### config.mk
export PLATFORM = sky130hd
export DESIGN_NAME = perf_counter_bank
export DESIGN_NICKNAME = d
export VERILOG_FILES = /design/src/rtl/perf_counter_bank_pkg.sv /design/src/rtl/perf_ctr_cell.sv /design/src/rtl/perf_counter_bank.sv
export SDC_FILE = /design/constraint.sdc
export NUM_CORES = 1
export LEC_CHECK = 0
export CELL_PAD_IN_SITES_DETAIL_PLACEMENT = 1
export CELL_PAD_IN_SITES_GLOBAL_PLACEMENT = 1
export CORE_ASPECT_RATIO = 0.75
export CORE_MARGIN = 2
export CORE_UTILIZATION = 50
export DETAILED_ROUTE_END_ITERATION = 8
export PLACE_DENSITY_LB_ADDON = 0.1
export SLEW_MARGIN = 25
export SYNTH_ARGS = -nofsm -noshare
export SYNTH_HDL_FRONTEND = slang
export SYNTH_HIERARCHICAL = 1
export SYNTH_SLANG_ARGS = --single-unit
### constraint.sdc
create_clock -name clk -period 2.4 [get_ports clk]
set_input_delay 0.24 -clock clk [delete_from_list [all_inputs] [get_ports clk]]
set_output_delay 0.24 -clock clk [all_outputs]
set_load 0.02 [all_outputs]
### src/rtl/perf_counter_bank_pkg.sv
// Shared constants for the performance counter bank: default geometry,
// event channel indices and read-select codes.
package perf_pkg;

    localparam int unsigned PERF_WIDTH_DEF   = 32;
    localparam int unsigned PERF_NUM_EVT_DEF = 4;

    localparam int unsigned EVT_UNCOND  = 0;
    localparam int unsigned EVT_COND    = 1;
    localparam int unsigned EVT_COND_OK = 2;
    localparam int unsigned EVT_MEM     = 3;

    localparam int unsigned RDSEL_CYCLE = 0;

    // Read-select code of event channel ch (cycle counter occupies code 0).
    function automatic int unsigned perf_evt_sel(input int unsigned ch);
        return ch + 1;
    endfunction

endpackage

### src/rtl/perf_ctr_cell.sv
// One counter with a shadow copy; wraps by default, sticks at all-ones when
// PERF_SATURATE_EN is defined.
module perf_ctr_cell #(
    parameter int unsigned WIDTH = 32
) (
    input  logic             clk,
    input  logic             rst,
    input  logic             clr,
    input  logic             inc,
    input  logic             snap,
    output logic [WIDTH-1:0] live,
    output logic [WIDTH-1:0] shadow
);

    logic [WIDTH-1:0] r_live;
    logic [WIDTH-1:0] r_shadow;
    logic [WIDTH-1:0] w_next;

    always_comb begin
        w_next = r_live + WIDTH'(1);
`ifdef PERF_SATURATE_EN
        if (r_live == '1) begin
            w_next = r_live;
        end
`endif
    end

    always_ff @(posedge clk or posedge rst) begin
        if (rst) begin
            r_live   <= '0;
            r_shadow <= '0;
        end else begin
            // Shadow takes the value from before this edge's clear/increment.
            if (snap) begin
                r_shadow <= r_live;
            end
            if (clr) begin
                r_live <= '0;
            end else if (inc) begin
                r_live <= w_next;
            end
        end
    end

    assign live   = r_live;
    assign shadow = r_shadow;

endmodule

### src/rtl/perf_counter_bank.sv
// Halt-aware cycle counter plus NUM_EVT event counters with freeze, clear,
// snapshot and a registered read port. Optional feature macro: PERF_SATURATE_EN.
module perf_counter_bank
    import perf_pkg::*;
#(
    parameter int unsigned WIDTH   = PERF_WIDTH_DEF,
    parameter int unsigned NUM_EVT = PERF_NUM_EVT_DEF,
    parameter int unsigned SEL_W   = 4
) (
    input  logic               clk,
    input  logic               rst,
    input  logic               halt,
    input  logic [NUM_EVT-1:0] event_vec,
    input  logic               freeze,
    input  logic               clr,
    input  logic               snap,
    input  logic               rd_shadow,
    input  logic [SEL_W-1:0]   rd_sel,
    output logic [WIDTH-1:0]   rd_data,
    output logic [WIDTH-1:0]   cycle_cnt,
    output logic               halted
);

    logic               r_halted;
    logic [WIDTH-1:0]   r_rd_data;
    logic               w_cnt_en;
    logic [NUM_EVT:0]   w_inc;
    logic [WIDTH-1:0]   w_live   [NUM_EVT+1];
    logic [WIDTH-1:0]   w_shadow [NUM_EVT+1];
    logic [WIDTH-1:0]   w_rd_mux;

    // The halt-entry cycle still counts; later halted cycles do not.
    assign w_cnt_en = !freeze && (!halt || !r_halted);
    assign w_inc    = {event_vec & {NUM_EVT{w_cnt_en}}, w_cnt_en};

    always_ff @(posedge clk or posedge rst) begin
        if (rst) begin
            r_halted <= 1'b0;
        end else if (clr) begin
            r_halted <= 1'b0;
        end else begin
            r_halted <= halt;
        end
    end

    for (genvar g = 0; g <= NUM_EVT; g++) begin : g_cell
        perf_ctr_cell #(
            .WIDTH(WIDTH)
        ) u_cell (
            .clk    (clk),
            .rst    (rst),
            .clr    (clr),
            .inc    (w_inc[g]),
            .snap   (snap),
            .live   (w_live[g]),
            .shadow (w_shadow[g])
        );
    end

    // Out-of-range selects fall through to zero.
    always_comb begin
        w_rd_mux = '0;
        for (int unsigned i = 0; i <= NUM_EVT; i++) begin
            if (rd_sel == SEL_W'(i)) begin
                w_rd_mux = rd_shadow ? w_shadow[i] : w_live[i];
            end
        end
    end

    always_ff @(posedge clk or posedge rst) begin
        if (rst) begin
            r_rd_data <= '0;
        end else begin
            r_rd_data <= w_rd_mux;
        end
    end

    assign rd_data   = r_rd_data;
    assign cycle_cnt = w_live[RDSEL_CYCLE];
    assign halted    = r_halted;

endmodule
Word level (Yosys, flattened, before mapping) --
Index checks and enable logic that the tools add are counted.
Word-level totals: latch bits 0, register bits after elaboration 353, ROM bits 0, bits in writable memories 0, logic and storage cells 54, memories 0
Cells by class: divide/modulo/power cells 0, multiplexer cells 21, equal/unequal tests 4, multiply operators 0, $add $sub $neg 5, reductions and logical operators 11, bitwise logic cells 1, shift operators 0, magnitude comparators 0
Operator list (number):
- $mux W32 | 20
- $add A32 B1 Y32 const B | 5
- $reduce_bool A2 Y1 | 5
- $eq A4 B2 Y1 const B | 2
- $and A4 B4 Y4 | 1
- $eq A4 B1 Y1 const B | 1
- $eq A4 B3 Y1 const B | 1
- $logic_not A4 Y1 | 1
- $logic_not A1 Y1 | 3
- $logic_and A1 B1 Y1 | 1
- $logic_or A1 B1 Y1 | 1
- $mux W1 | 1

Depth between registers and ports, before layout --
Gate-level depths: netlist (run 1).
depth after elaboration 6, depth in mapped cells 8

Modules after synthesis --
The synthesis (run 1) kept the hierarchy.
By module, submodules not included:
- perf_ctr_cell | times used 5, cells each 248, seq. area each 1601.5 sq um, area an instance 2920.3 sq um
- perf_counter_bank | times used 1, cells each 281, seq. area each 825.8 sq um, area an instance 3472.1 sq um

Worst setup path after synthesis (run 1) --
OpenSTA, ideal clock, no wires.
path type reg-to-reg, from register r_halted (netlist: halted), to register g_cell[4].u_cell.r_live[26], slack 99 ps, required time 2275 ps, period minus slack after synthesis 2301 ps, cell stages (with the launch flop) 9, arrival time 2176 ps, cell sequence dfrtp_1 a21oi_1 and2_1 buf_2 o2111a_1 nand3_1 buf_2 nor4_1 mux2_2
Between the ends: cells in the longest elaborated chain, start to end 5
RTL lines:
- start, declared | RTL line perf_counter_bank.sv:24 | logic r_halted;
- start signal, assigned | RTL line perf_counter_bank.sv:42 | r_halted <= halt;
- $logic_not A1 Y1 | RTL line perf_counter_bank.sv:33 | assign w_cnt_en = !freeze && (!halt || !r_halted);
- $logic_or A1 B1 Y1 | RTL line perf_counter_bank.sv:33
- $logic_and A1 B1 Y1 | RTL line perf_counter_bank.sv:33
- named net w_cnt_en | RTL line perf_counter_bank.sv:26 | logic w_cnt_en;
- $and A4 B4 Y4 | RTL line perf_counter_bank.sv:34 | assign w_inc = {event_vec & {NUM_EVT{w_cnt_en}}, w_cnt_en};
- named net w_inc[4] | RTL line perf_counter_bank.sv:27 | logic [NUM_EVT:0] w_inc;
- $reduce_bool A2 Y1 (no line)
- end signal, assigned | RTL line perf_ctr_cell.sv:40 | r_live <= w_next;
- end, declared | RTL line perf_ctr_cell.sv:15 | logic [WIDTH-1:0] r_live;
The timed path passes the listed nets, and every way through them passes these cells. A chain may end at the register's enable or synchronous reset.

Final worst setup path (run 1) --
from register r_halted (netlist: halted), to register g_cell[2].u_cell.r_live[29]
Between the ends: cells in the longest elaborated chain, start to end 5
RTL lines (RTL line):
- $logic_not A1 Y1 | perf_counter_bank.sv:33
- $logic_or A1 B1 Y1 | perf_counter_bank.sv:33
- $logic_and A1 B1 Y1 | perf_counter_bank.sv:33
- named net w_cnt_en | perf_counter_bank.sv:26
- $and A4 B4 Y4 | perf_counter_bank.sv:34
- named net w_inc[2] | perf_counter_bank.sv:27
- $reduce_bool A2 Y1 (no line)
- end signal, assigned | perf_ctr_cell.sv:40
- end, declared | perf_ctr_cell.sv:15
The timed path passes the listed nets, and every way through them passes these cells.

==> results.json, run 1 <==
{
  "status": "complete, no violations",
  "period_share": 0.962,
  "powerDensity_nw_per_um2": 616,
  "final_util": 0.601,
  "syn_to_final_growth_pct": 18.9,
  "r2r-start": "halted",
  "r2r_slack_ns": 0.09,
  "reg2regPathDepth": 8,
  "n_fill_cell": 3564,
  "groute.usage.overall": 0.306,
  "cts-root-buf": "clkbuf_16",
  "cts.sink_count": 353,
  "final-hold-violation-count": 0,
  "clk_path_buf_depth": 3,
  "required_ns": 2.86,
  "cts.clk_slew.worst_paths_ns": 0.06,
  "grt_pass1_vias": 14600,
  "multiInputGateArea_sq_um": 8740,
  "dp_worst_setup_slack_ns": -0.314,
  "synth-seq-cells": 353,
  "synth_top_family_by_area": "multiplexers",
  "htree_levels": 2,
  "rsz0062_at_grt": "true",
  "cts-hold-fix-buffers": 0,
  "drc_errors": 0,
  "core_sq_um": 35700,
  "synth_xor_xnor_area_share": 0.0242,
  "maxSlewViolCount": 0,
  "clk_latency_ns": 0.54,
  "die-width_um": 224,
  "power_leakage_nw": 9.42,
  "vias": 13900,
  "antenna_found_initial": 4,
  "critPathLaunchType": "register",
  "fin_skew_ns": 0.0121,
  "critPathLaunch": "halted",
  "drtIter0Drc": 920,
  "place.gp.congestion": 0.866,
  "reg2reg_to": "g_cell[2].u_cell/live[29]",
  "synth_adder_area_share": 0.00346,
  "start_util": 0.506,
  "synth_edf_count": 0,
  "crit_type": "reg2reg",
  "rows": 60,
  "cts_tree": "done",
  "placed_cell_area_sq_um": 20000,
  "drt-pass1-iter-count": 5,
  "end_kind": "register",
  "die_h_um": 169,
  "synth_seq_area_share": 0.489,
  "min_period_ns": 2.31,
  "holdPathEnd": "g_cell[3].u_cell/live[9]",
  "portBuffers": 79,
  "grt_start_max_net_pins": 65,
  "ant_nets": 0,
  "synth_compound_area_frac": 0.0898,
  "ir_drop_v": 0.000458,
  "ys.flop_type": "dfrtp_1",
  "final_cell_area_sq_um": 21500,
  "final_cell_mix": "353 x dfrtp_1, 212 x mux2_2, 110 x buf_4, 91 x nor2_1, 80 x a21oi_1",
  "min_from": "clr",
  "cts_buffers": 38,
  "synthesis.instances": 1521,
  "final-seq-area_sq_um": 8830,
  "async_flop_share": 1.00,
  "slew_headroom": 0.608,
  "synth_nets": 1541,
  "viasPerCell": 6.39,
  "grt_pass1_wl_um": 88400,
  "hold_path_class": "in2reg",
  "whs_path_depth": 2,
  "mostFrequentLayoutCell": "dfrtp_1",
  "synth-warning-count": 6,
  "avgSynthCellArea_sq_um": 11.9,
  "dp_hpwl_um": 39900,
  "finalWirelength_um": 56600,
  "maxCapViolCount": 0,
  "tightest_slew_ns": 0.571,
  "crit_arrival_ns": 2.77,
  "final-setup-viol-count": 0,
  "synth-simple-area-share": 0.146,
  "worst-path-max-fanout": 7,
  "die_area_sq_um": 37700,
  "holdWs_ns": 0.0222,
  "total_power_mw": 13.2,
  "wl_per_cell_um": 26.1,
  "netlist_area_sq_um": 18100,
  "drive_above_1_share": 0.293,
  "io_pins": 80,
  "synthDistinctLibCells": 49,
  "grt_overflow_total": 0,
  "worst_slack_ns": 0.0901,
  "synth.area.mux_share": 0.213,
  "nets": 1697,
  "max_freq_mhz": 433
}
## state kept, by name, indices dropped and copies added, names as in the netlist
signal,count
g_cell.u_cell/live,160
g_cell.u_cell/shadow,160
rd_data,32
halted,1
## cells in the mapped netlist (all sizes together), types with 21 or more instances
master | n | share of area
nor2 | 91 | 0.019
xnor2 | 25 | 0.012
or3 | 30 | 0.012
inv | 21 | 0.0044
mux2i | 74 | 0.041
xor2 | 25 | 0.012
o31ai | 50 | 0.021
nor4 | 30 | 0.010
nand2 | 61 | 0.013
or4 | 51 | 0.021
nand4 | 55 | 0.022
mux2 | 212 | 0.13
dfrtp | 353 | 0.49
o21ai | 25 | 0.0069
o22ai | 26 | 0.0090
buf | 67 | 0.026
mux4 | 32 | 0.040
nand3 | 50 | 0.015
a21oi | 81 | 0.022
a221o | 25 | 0.015
## final cells by class
type / instances / share of cell area
Sequential cell: 353 / 0.411
Multi-Input combinational cell: 1060 / 0.406
Timing Repair Buffer: 203 / 0.0882
Clock buffer: 52 / 0.0525
Tap cell: 465 / 0.0271
Clock inverter: 16 / 0.0111
Inverter: 21 / 0.00367
Antenna cell: 1 / 0.000116
## worst max-delay path, stage by stage (launching register included)
cell and delay (ns):
dfrtp_1 0.41, a21oi_4 0.21, buf_4 0.17, and2_1 0.14, o2111a_2 0.24, buf_4 0.14
nand4_2 0.19, or4_1 0.55, a21oi_1 0.18
## kinds of logic (layout without fill, tap and decap cells)
| logic type | count (synthesis) | after routing |
|---|---|---|
| AO/OA/AOI/OAI | 237 | 237 |
| buffers and inverters | 108 | 292 |
| AND/OR/NAND/NOR | 450 | 450 |
| XOR/XNOR | 50 | 50 |
| other | 0 | 1 |
| multiplexers | 318 | 318 |
| adder cells (fa/ha/maj) | 5 | 5 |
| flip-flops | 353 | 353 |
## routing by layer
metal / global-route usage / vias up / share of wire
li1: - / 6127 / -
met1: 0.434 / 7298 / 0.45
met2: 0.468 / 364 / 0.45
met3: 0.0863 / 86 / 0.076
met4: 0.0736 / 2 / 0.021
met5: 0 / - / 0.00014
## how the worst max path moves through the flow
| stage | slack (ns) | depth (start not counted) | endpoint |
|---|---|---|---|
| floorplan | 0.1 | 8 | g_cell[4].u_cell/live[26] |
| global placement | -0.29 | 9 | g_cell[3].u_cell/live[13] |
| detailed placement | -0.31 | 9 | g_cell[3].u_cell/live[31] |
| CTS | 0.02 | 8 | g_cell[1].u_cell/live[31] |
| global route | -0.05 | 8 | g_cell[3].u_cell/live[13] |
| finish | 0.09 | 8 | g_cell[2].u_cell/live[29] |
## report_power, final
group	internal (mW)	total (mW)	switching (mW)
registers	5.99	6.02	0.0350
clock network	3.94	6.47	2.53
logic	0.278	0.753	0.475
## stage by stage
stage	cells	setup TNS [ns]
detailed placement	2102	-14.65
global placement	2102	-8.89
global route	2170	-0.0479
finish	2171	0
floorplan	1521	0
CTS	2170	0
## what timing repair did
item	CTS	global route
resized for setup	1	17
gates cloned	0	0
buffers inserted	0	0
setup endpoints to repair	1	63
pin swaps	0	2
Note: power is estimated with default switching activity, not from simulation.
==> run 2: changes to the inputs <==
--- a/config.mk
+++ b/config.mk
@@ -11,7 +11,7 @@
 export CORE_MARGIN = 2
 export CORE_UTILIZATION = 50
 export DETAILED_ROUTE_END_ITERATION = 8
-export PLACE_DENSITY_LB_ADDON = 0.1
+export PLACE_DENSITY = 0.85
 export SLEW_MARGIN = 25
 export SYNTH_ARGS = -nofsm -noshare
 export SYNTH_HDL_FRONTEND = slang
==> results.json, run 2 (synthesized netlist as in run 1, its figures left out) <==
{
  "status": "complete, but fails checks",
  "violations": "negative setup slack",
  "swShare": 0.233,
  "p_comb_frac": 0.057,
  "core_sq_um": 35700,
  "nets": 1700,
  "max_freq_mhz": 410,
  "cts_buffers": 38,
  "clk_path_buf_depth": 3,
  "drtIter0Drc": 1720,
  "grt_overflow_total": 0,
  "wl_per_cell_um": 30.4,
  "crit_chain": "a21oi_2 > buf_12 > buf_4 > o2111a_1 > nand3_2 > buf_4 > o31ai_1 > a21oi_1",
  "holdWs_ns": 0.0616,
  "cts-hold-fix-buffers": 0,
  "crit_arrival_ns": 2.83,
  "pwr-share-clk": 0.485,
  "worst-path-max-fanout": 8,
  "antenna_found_initial": 2,
  "htree_levels": 2,
  "dp_worst_setup_slack_ns": -0.295,
  "n_fill_cell": 3580,
  "cts.clk_slew.worst_paths_ns": 0.06,
  "placed_cell_area_sq_um": 20100,
  "die-width_um": 224,
  "hold_path_class": "in2reg",
  "grt_pass1_vias": 15800,
  "min_period_ns": 2.44,
  "die_h_um": 169,
  "mostFrequentLayoutCell": "dfrtp_1",
  "die_area_sq_um": 37700,
  "crit_top_cell": "buf_4",
  "drt-pass1-iter-count": 8,
  "cts-root-buf": "clkbuf_16",
  "finalWirelength_um": 66100,
  "final-hold-violation-count": 0,
  "power_leakage_nw": 9.45,
  "crit_type": "reg2reg",
  "critPathLaunchType": "register",
  "slowest_delay_ns": 0.44,
  "end_kind": "register",
  "period_share": 1.02,
  "start_util": 0.506,
  "cts.sink_count": 353,
  "maxSlewViolCount": 0,
  "vias": 15100,
  "grt_start_max_net_pins": 65,
  "rows": 60,
  "slowest_stage": "o31ai_1",
  "final_cell_area_sq_um": 21500,
  "dp_hpwl_um": 43800,
  "syn_to_final_growth_pct": 19.2,
  "portBuffers": 79,
  "cts_tree": "done",
  "rsz0062_at_grt": "true",
  "io_pins": 80,
  "final-seq-area_sq_um": 8830,
  "p_switching_mw": 3.07,
  "slew_headroom": 0.564,
  "cts_setup_buffers": 0,
  "drive_above_1_share": 0.291,
  "drc_errors": 0,
  "final-setup-viol-count": 2,
  "clk_latency_ns": 0.56,
  "ir_drop_v": 0.000503,
  "multiInputGateArea_sq_um": 8730,
  "grt_pass1_wl_um": 101000,
  "groute.usage.overall": 0.353,
  "tightest_slew_ns": 0.652,
  "required_ns": 2.79,
  "p_int_mw": 10.1,
  "fin_skew_ns": 0.0200,
  "final_cell_mix": "353 x dfrtp_1, 212 x mux2_2, 109 x buf_4, 91 x nor2_1, 80 x a21oi_1",
  "p_seq_frac": 0.458,
  "place.gp.congestion": 0.880,
  "worst_slack_ns": -0.0394,
  "powerDensity_nw_per_um2": 612,
  "maxCapViolCount": 0,
  "viasPerCell": 6.93,
  "ant_nets": 0
}
## run 2: repair_timing
| item | CTS | global route |
|---|---|---|
| resized for setup | 3 | 13 |
| endpoints found under the setup margin | 6 | 14 |
| cloned | 0 | 0 |
## run 2: per-stage QoR
stage,power [mW],std cells,utilization,TNS (ns)
2_1_floorplan,6.60,1521,-,0
3_3_place_gp,6.85,2105,0.562,-1.96
3_5_place_dp,6.88,2105,0.562,-9.14
4_1_cts,13.2,2172,0.600,0
5_1_grt,13.5,2172,0.603,-0.116
6_report,13.2,2173,0.603,-0.0634
## run 2: routing by layer
metal | global-route usage | share of wire | up-vias
met2 | 0.552 | 0.46 | 798
li1 | - | - | 6123
met1 | 0.483 | 0.41 | 7938
met4 | 0.168 | 0.052 | 0
met5 | 0 | 0 | -
met3 | 0.0585 | 0.075 | 202
## run 2: power by group through the flow
stage                     Clock (mW)  Sequential (mW)  Combinational [mW]
after detailed placement           0             6.14               0.745
after floorplan                    0             6.14               0.458
after global placement             0             6.13               0.721
after CTS                       6.40             6.03               0.755
final                           6.39             6.03               0.757
after global routing            6.66             6.03               0.806
## run 2: worst max-delay path: cells and delay by family, from the launching register on
kind / cells / cell delay (ns)
AND/OR/NAND/NOR: 1 / 0.26
buffers and inverters: 3 / 0.53
flip-flops: 1 / 0.40
AO/OA/AOI/OAI: 4 / 1.09
## run 2: worst paths after layout
| check | end | depth (start not counted) | slack, ns | start |
|---|---|---|---|---|
| setup reg to reg | g_cell[0].u_cell/live[16] | 8 | -0.04 | halted |
| setup / recovery | g_cell[0].u_cell/live[16] | 8 | -0.04 | halted |
| max in group asynchronous | g_cell[4].u_cell/shadow[7] | 3 | 1.19 | rst |
| min in group asynchronous | g_cell[3].u_cell/shadow[23] | 2 | 0.46 | rst |
| hold / removal | g_cell[3].u_cell/live[1] | 2 | 0.06 | clr |
| hold reg to reg | g_cell[4].u_cell/shadow[30] | 1 | 0.51 | g_cell[4].u_cell/shadow[30] |
## run 2: area by class of cell
type,instances,area share
Clock buffer,58,0.0552
Multi-Input combinational cell,1060,0.405
Tap cell,465,0.0270
Inverter,21,0.00366
Timing Repair Buffer,206,0.0916
Clock inverter,9,0.00685
Sequential cell,353,0.410
Antenna cell,1,0.000116
==> run 3: changes to the inputs <==
--- a/config.mk
+++ b/config.mk
@@ -11,6 +11,7 @@
 export CORE_MARGIN = 2
 export CORE_UTILIZATION = 50
 export DETAILED_ROUTE_END_ITERATION = 8
+export HOLD_SLACK_MARGIN = 0.1
 export PLACE_DENSITY = 0.85
 export SLEW_MARGIN = 25
 export SYNTH_ARGS = -nofsm -noshare
==> results.json, run 3 (synthesized netlist as in run 1, its figures left out) <==
{
  "status": "complete, but fails checks",
  "violations": "negative setup slack",
  "drc_errors": 0,
  "maxSlewViolCount": 0,
  "ir_drop_v": 0.000505,
  "drive_above_1_share": 0.291,
  "max_freq_mhz": 412,
  "period_share": 1.01,
  "setup_tns_ns": -0.0446,
  "crit_type": "reg2reg",
  "placed_cell_area_sq_um": 20100,
  "start_util": 0.506,
  "groute.usage.overall": 0.353,
  "portBuffers": 79,
  "power_leakage_nw": 9.45,
  "clk_path_buf_depth": 3,
  "antenna_found_initial": 2,
  "p_switching_mw": 3.08,
  "viasPerCell": 6.93,
  "htree_levels": 2,
  "grt_start_max_net_pins": 65,
  "cts_tree": "done",
  "die-width_um": 224,
  "rsz0062_at_grt": "true",
  "die_h_um": 169,
  "worst_slack_ns": -0.0257,
  "final_cell_mix": "353 x dfrtp_1, 212 x mux2_2, 109 x buf_4, 91 x nor2_1, 80 x a21oi_1",
  "syn_to_final_growth_pct": 19.2,
  "critPathLaunchType": "register",
  "finalWirelength_um": 66100,
  "swShare": 0.233,
  "final-setup-viol-count": 2,
  "cts.sink_count": 353,
  "end_kind": "register",
  "io_pins": 80,
  "n_fill_cell": 3580,
  "grt_pass1_vias": 15800,
  "wl_per_cell_um": 30.4,
  "final_cell_area_sq_um": 21500,
  "crit_arrival_ns": 2.88,
  "worst-path-max-fanout": 8,
  "drt-pass1-iter-count": 6,
  "required_ns": 2.86,
  "place.gp.congestion": 0.880,
  "tightest_slew_ns": 0.659,
  "maxCapViolCount": 0,
  "nets": 1701,
  "powerDensity_nw_per_um2": 612,
  "dp_hpwl_um": 43800,
  "grt_pass1_wl_um": 101000,
  "rows": 60,
  "slew_headroom": 0.560,
  "fin_skew_ns": 0.0214,
  "mostFrequentLayoutCell": "dfrtp_1",
  "min_period_ns": 2.43,
  "hold_path_class": "in2reg",
  "drtIter0Drc": 1648,
  "cts.clk_slew.worst_paths_ns": 0.07,
  "pwr-share-clk": 0.485,
  "clk_latency_ns": 0.55,
  "die_area_sq_um": 37700,
  "vias": 15100,
  "total_power_mw": 13.2,
  "final-hold-violation-count": 0,
  "grt_overflow_total": 0,
  "core_sq_um": 35700,
  "ant_nets": 0,
  "cts_buffers": 38,
  "p_seq_frac": 0.457,
  "p_int_mw": 10.1,
  "p_comb_frac": 0.058,
  "cts-root-buf": "clkbuf_16"
}
[run 3: timing repair]
item                                    4_1_cts  5_1_grt
hold buffers                                  1        0
hold endpoints to repair                      5        0
endpoints found under the setup margin        6       14
gates resized for setup                       3       13
setup buffers                                 0        0
[run 3: metrics by stage]
stage	setup WS [ns]	hold slack, ns	util	std cells
finish	-0.0257	0.260	0.603	2174
global route	-0.0692	0.275	0.603	2173
CTS	0.0106	0.248	0.601	2173
detailed placement	-0.295	0.493	0.562	2105
global placement	-0.138	0.483	0.562	2105
floorplan	0.0992	0.306	-	1521
[run 3: critical path, cell delays in order (launching register included)]
cell and delay [ns]:
dfrtp_1 0.40, a21oi_2 0.18, buf_12 0.16, buf_4 0.13, o2111a_1 0.28, nand3_2 0.26
buf_4 0.23, or4_1 0.49, a21oi_1 0.21
[run 3: worst paths after layout]
check	from	to	slack, ns	cells after the start
min in group asynchronous	rst	g_cell[3].u_cell/shadow[23]	0.47	2
worst min register to register	g_cell[4].u_cell/shadow[30]	g_cell[4].u_cell/shadow[30]	0.51	1
worst max-delay path	halted	g_cell[0].u_cell/live[20]	-0.03	8
max in group asynchronous	rst	g_cell[4].u_cell/live[0]	1.17	3
worst min-delay path	snap	g_cell[1].u_cell/shadow[20]	0.26	2
worst max register to register	halted	g_cell[0].u_cell/live[20]	-0.03	8
[run 3: per-layer routing]
metal	vias up	wire length, um	part of all wire	global-route usage
li1	6121	-	-	-
met1	7933	27300	0.41	0.483
met2	785	30500	0.46	0.552
met3	233	4790	0.072	0.0585
met4	0	3570	0.054	0.168
met5	-	0	0	0
[run 3: power by group through the flow]
| stage | Combinational (mW) | Sequential [mW] | Clock [mW] |
|---|---|---|---|
| after floorplan | 0.458 | 6.14 | 0 |
| after global placement | 0.721 | 6.13 | 0 |
| after detailed placement | 0.745 | 6.14 | 0 |
| after CTS | 0.757 | 6.03 | 6.40 |
| after global routing | 0.808 | 6.03 | 6.66 |
| final | 0.761 | 6.03 | 6.39 |
[run 3: area by class of cell]
class	instances	area, sq um	area share
well taps	465	582	0.0270
diodes	1	2.50	0.000116
clock inverters	9	148	0.00685
flip-flops and latches	353	8830	0.410
clock buffers	58	1190	0.0552
multi-input cells	1060	8730	0.405
inverters	21	78.8	0.00366
repair buffers	207	1980	0.0920
